$ cat config.mk
export PLATFORM = sky130hd
export DESIGN_NAME = mux_scan
export DESIGN_NICKNAME = d
export VERILOG_FILES = /design/src/rtl/mux_scan_pkg.sv /design/src/rtl/scan_prescaler.sv /design/src/rtl/mux_scan.sv
export SDC_FILE = /design/constraint.sdc
export NUM_CORES = 1
export LEC_CHECK = 0
export ABC_AREA = 1
export BUFFER_PORTS_ARGS = -buffer_cell sky130_fd_sc_hd__clkbuf_2
export CAP_MARGIN = 10
export CORE_AREA = 2 2 60 62
export DETAILED_ROUTE_END_ITERATION = 10
export DIE_AREA = 0 0 62 64
export PLACE_DENSITY = 0.76
export SYNTH_ARGS = -nofsm -noshare
export SYNTH_HDL_FRONTEND = slang
export SYNTH_SLANG_ARGS = --single-unit
$ cat constraint.sdc
create_clock -name i_clk -period 1.8 [get_ports i_clk]
set_input_delay 0.09 -clock i_clk [delete_from_list [all_inputs] [get_ports i_clk]]
set_output_delay 0.09 -clock i_clk [all_outputs]
set_load 0.005 [all_outputs]
$ cat src/rtl/mux_scan_pkg.sv
// Shared definitions for the scanning channel multiplexer.
package mux_scan_pkg;

    // Operating state: follow sel directly, or step through channels on a timer.
    typedef enum logic {
        ST_MANUAL = 1'b0,
        ST_SCAN   = 1'b1
    } state_t;

    // Ceiling log2, used to check that the select and prescaler widths are wide enough.
    function automatic int unsigned clog2(input int unsigned value);
        int unsigned r_bits;
        longint unsigned r_span;
        r_bits = 0;
        r_span = 1;
        while (r_span < longint'(value)) begin
            r_span = r_span << 1;
            r_bits = r_bits + 1;
        end
        return r_bits;
    endfunction

endpackage

$ cat src/rtl/scan_prescaler.sv
// Free-running divider for the auto-scan rate: counts enabled cycles and flags the last one.
import mux_scan_pkg::*;

module scan_prescaler #(
    parameter int PRESC = 50000000,
    parameter int PW    = 26
) (
    input  logic i_clk,
    input  logic i_rst_n,
    input  logic i_clr,
    input  logic i_en,
    output logic o_tick
);

    localparam logic [PW-1:0] LP_LAST = PW'(PRESC - 1);

    logic [PW-1:0] r_count;
    logic          w_last;

    assign w_last = (r_count == LP_LAST);
    // The tick only counts while enabled, so a held count never fires.
    assign o_tick = i_en && w_last;

    // Count enabled cycles, wrapping to zero on the terminal value; clear wins over enable.
    always_ff @(posedge i_clk) begin
        if (!i_rst_n) begin
            r_count <= '0;
        end else if (i_clr) begin
            r_count <= '0;
        end else if (i_en) begin
            if (w_last) begin
                r_count <= '0;
            end else begin
                r_count <= r_count + 1'b1;
            end
        end
    end

endmodule

$ cat src/rtl/mux_scan.sv
// N-channel, W-bit registered multiplexer with an optional timed auto-scan mode.
import mux_scan_pkg::*;

module mux_scan #(
    parameter int W     = 2,
    parameter int N     = 4,
    parameter int SW    = 2,
    parameter int PRESC = 50000000,
    parameter int PW    = 26
) (
    input  logic            i_clk,
    input  logic            i_rst_n,
    input  logic [N*W-1:0]  i_din,
    input  logic [SW-1:0]   i_sel,
    input  logic            i_mode,
    input  logic            i_hold,
    output logic [W-1:0]    o_mux_out,
    output logic [SW-1:0]   o_ch_out,
    output logic            o_step,
    output logic            o_dbg_state
);

    // Parameter sanity: the select port must address every channel, the counter must reach PRESC-1.
    if (SW < int'(clog2(N))) begin : g_bad_sw
        $error("mux_scan: SW too narrow for N channels");
    end
    if (PW < int'(clog2(PRESC))) begin : g_bad_pw
        $error("mux_scan: PW too narrow for PRESC");
    end

    localparam logic [SW-1:0] LP_LAST_CH = SW'(N - 1);

    state_t        r_state;
    state_t        w_state_nxt;
    logic [SW-1:0] r_ch;
    logic [SW-1:0] w_ch_nxt;
    logic [SW-1:0] w_sel_eff;
    logic [W-1:0]  r_data;
    logic [W-1:0]  w_data_nxt;
    logic          r_step;
    logic          w_step_nxt;
    logic          w_clr;
    logic          w_en;
    logic          w_tick;

    // Out-of-range selects fall back to channel 0 so ch_out never names a missing channel.
    assign w_sel_eff = (int'(i_sel) < N) ? i_sel : '0;

    scan_prescaler #(
        .PRESC (PRESC),
        .PW    (PW)
    ) u_presc (
        .i_clk   (i_clk),
        .i_rst_n (i_rst_n),
        .i_clr   (w_clr),
        .i_en    (w_en),
        .o_tick  (w_tick)
    );

    // State follows mode; any change of state restarts the prescaler. It only runs
    // while staying in SCAN unheld, so a mode drop on the terminal cycle cannot step.
    always_comb begin
        w_state_nxt = i_mode ? ST_SCAN : ST_MANUAL;
        w_clr       = (w_state_nxt != r_state);
        w_en        = (r_state == ST_SCAN) && i_mode && !i_hold;
    end

    // Next channel, step pulse and data: data is always fetched for the channel that
    // will be shown, so mux_out and ch_out stay paired and din changes show in one cycle.
    always_comb begin
        w_ch_nxt   = r_ch;
        w_step_nxt = 1'b0;
        w_data_nxt = '0;
        if ((r_state == ST_MANUAL) || !i_mode) begin
            w_ch_nxt = w_sel_eff;
        end else if (w_tick) begin
            w_ch_nxt   = (r_ch == LP_LAST_CH) ? '0 : r_ch + 1'b1;
            w_step_nxt = 1'b1;
        end
        for (int i = 0; i < N; i++) begin
            if (w_ch_nxt == SW'(i)) begin
                w_data_nxt = i_din[i*W +: W];
            end
        end
    end

    // Register state, channel, data and step so no input reaches an output combinationally.
    always_ff @(posedge i_clk) begin
        if (!i_rst_n) begin
            r_state <= ST_MANUAL;
            r_ch    <= '0;
            r_data  <= '0;
            r_step  <= 1'b0;
        end else begin
            r_state <= w_state_nxt;
            r_ch    <= w_ch_nxt;
            r_data  <= w_data_nxt;
            r_step  <= w_step_nxt;
        end
    end

    assign o_mux_out   = r_data;
    assign o_ch_out    = r_ch;
    assign o_step      = r_step;
    assign o_dbg_state = r_state;

endmodule

==> impl_results.md <==
* Post-Syn Instances at 264
* Initial antenna violation count at 0
* Synth warn at 0
* Nets at 324
* Most frequent cells in the layout: nand2_1, nor2_1, inv_1
* Clock share of power at 34.8%
* TritonCTS clock tree: done
* Clk slew on worst S/H paths at around 0.11 ns
* Maximum VDD drop at 0.424 mV
* Final wirelength at between 3 and 4 mm
* Kind of end point of the critical path: register
* Seq/Total Area, Yosys at 34.8%
* # fillers at ~290
* Final worst-path cycle share at 95.6%
* Row Count at 21
* GRT Util Overall at 22.0%
* Dpl cells at about 340
* Synthesis-to-finish area growth at 21.7%
* Post-route clock skew at between 0.01 and 0.015 ns
* Pint at roughly 0.96 mW
* Sw Pwr at 0.327 mW
* Final core utilization at about two thirds
* DIE WIDTH at 62 um
* Most common cell after layout, fill and taps aside: nand2_1
* Layout Cells excl Fill at 354
* H-tree levels at 2
* Die area at 3970 um2
* Share of layout cells above drive strength 1 at between 20% and 30%
* Num ports at 20
* # Max-Cap Violations at 0
* Cell area after layout at 2240 um2
* Highest Clock Rate at 0.581 GHz
* Worst setup path startpoint: o_dbg_state
* Slew @ Worst Pin at 0.318 ns
* Core outline area at 3280 um2
* Vias at between 1.5k and 2k
* Leak at approximately 0.96 nW
* Synth cell types at 26
* Worst Path Max Fanout at 4
* Buffers added on ports at 19
* Pwr Density at ~580 nW/um2
* Clk root buf: clkbuf_4
* Switching Share at about a quarter
* Vias in the first global route at 1,598
* Hold crit path type: in -> reg
* Drt pass-1 iters at 4
* First-pass GRT wire length at approximately 6.6 mm
* FF+latch count, synth at 32
* Required time worst endpoint at between 2 and 2.5 ns
* CP Launch Type: register
* CP Class: reg -> reg
* Min-delay src: i_din[2]
* Initial cell density of the core at 56.1%
* Cts bufs inserted at 5
* Die Y at 64 um
* Drt first-iter violations at 91
* Comb pwr share at 9.3%
* Placed Instance Area at 2060 um2
* Status: completed
* Area leader, netlist: dfxtp_1
* Minimum clock period at 1.72 ns
* Slew headroom at 78.7%
* Top post-synthesis cells by area: dfxtp_1, nand2_1, nor2_1, inv_1, nor2_4
* Final setup viols at 0
* CTS Buffer Depth at 2
* Clk Latency, worst-skew pair at 0.35 ns
* Final Hold Viols at 0
* Syn_area_per_cell at 6.98 um2
* Fin. max-slew vios at 0
* Gpl congestion at 0.884
* ANT cells at 0
* Sequential Power Share at a little under three fifths
* Post-Synthesis Cell Area at approximately 1800 um2
* Power Total at about 1.3 mW
* Hold_ws at around 0.034 ns
* Clock Sink Count at 32
* Pin count of the biggest net entering global routing at 12
* Routed length per instance at 11.3 um
* DRC viols at 0
* Synth top area share at 34.8%
* Routed Antenna Nets at 0
* DR vias/cell at just under 5
* Worst reg2reg startpoint: o_dbg_state
* Gr ovfl total at 0
* Detail Placement HPWL at 2.97 mm
* RSZ-0062 raised after global routing: true
* Syn Nets at 281
* Arr. time, crit path at 1.97 ns
[metrics by stage]
stage	worst slack [ns]	TNS, ns
3_3_place_gp	0.112	0
5_1_grt	-0.0901	-0.223
3_5_place_dp	0.0732	0
2_1_floorplan	0.175	0
4_1_cts	0.0421	0
6_report	0.0793	0
[area by class of cell]
class,instances,area [um2],area share [%]
inverter,41,154,6.86
tap,46,57.6,2.57
timing repair buffer,37,235,10.5
sequential,32,644,28.7
clock buffer,8,58.8,2.62
multi-input combinational,190,1090,48.7
[sequential cells by signal, summed over array words and instances, names as in the netlist]
register / cells
o_ch_out: 2
o_dbg_state: 1
o_mux_out: 2
o_step: 1
u_presc.r_count: 26
[worst max-delay path: stages (launching register included)]
cell     delay [ns]
dfxtp_2        0.37
ha_4           0.17
nand2_8        0.07
nor2_4         0.15
nand2_4        0.07
nor2_4         0.11
nand2_4        0.07
nor4_4         0.28
buf_4          0.18
xnor2_2        0.09
nor2_1         0.06
[synthesized netlist by cell type]
master     n
buf_2      1
o41ai_1    1
nor2_4     7
xnor2_1    3
o21a_1     2
o21ai_0    5
nor3b_1    2
nand2_1   52
nor2_1    48
nand3_1   12
nor3_1    11
nand2_4    5
nand4_1   10
nor4_1     1
a21oi_1    8
inv_2      1
nor2_2     2
nand3_2    3
nor4_4     1
xor2_1     6
ha_1       3
nand2_2    5
inv_1     40
dfxtp_1   32
nor4_2     2
a221oi_1   1
[what timing repair did]
| item | CTS | global route |
|---|---|---|
| endpoints found under the hold margin | 1 | 0 |
| hold buffers | 2 | 0 |
| gates resized for setup | 0 | 16 |
| setup endpoints to repair | 0 | 9 |
| setup buffers | 0 | 7 |
[kinds of logic after synthesis]
group,after synthesis,share of synthesized area (%)
fa+ha+maj,3,2.04
simple gates,161,45.0
buf+inv,42,8.62
compound gates,17,5.30
xor+xnor,9,4.28
flops,32,34.8
[layer usage]
layer  global-route usage, %  up-vias  wire (um)
li1                        -      924          -
met1                    27.3      766       1870
met2                    34.9       34       1860
met3                    3.85       10        143
met4                    11.7        0        102
met5                       0        -          0
[power by group through the flow]
stage | clock network, mW | logic [mW] | registers (mW)
after floorplan | 0 | 0.0597 | 0.738
after global placement | 0 | 0.103 | 0.737
after detailed placement | 0 | 0.104 | 0.737
after CTS | 0.454 | 0.107 | 0.721
after global routing | 0.479 | 0.135 | 0.724
final | 0.449 | 0.119 | 0.722
[path summary, 6_finish.rpt]
kind,end,slack (ns),cells past startpoint
worst max-delay path,u_presc.r_count[14],0.08,10
worst min-delay path,o_mux_out[0],0.03,5
worst max register to register,u_presc.r_count[14],0.08,10
worst min register to register,u_presc.r_count[9],0.51,2
(Power assumes the default switching activity.)
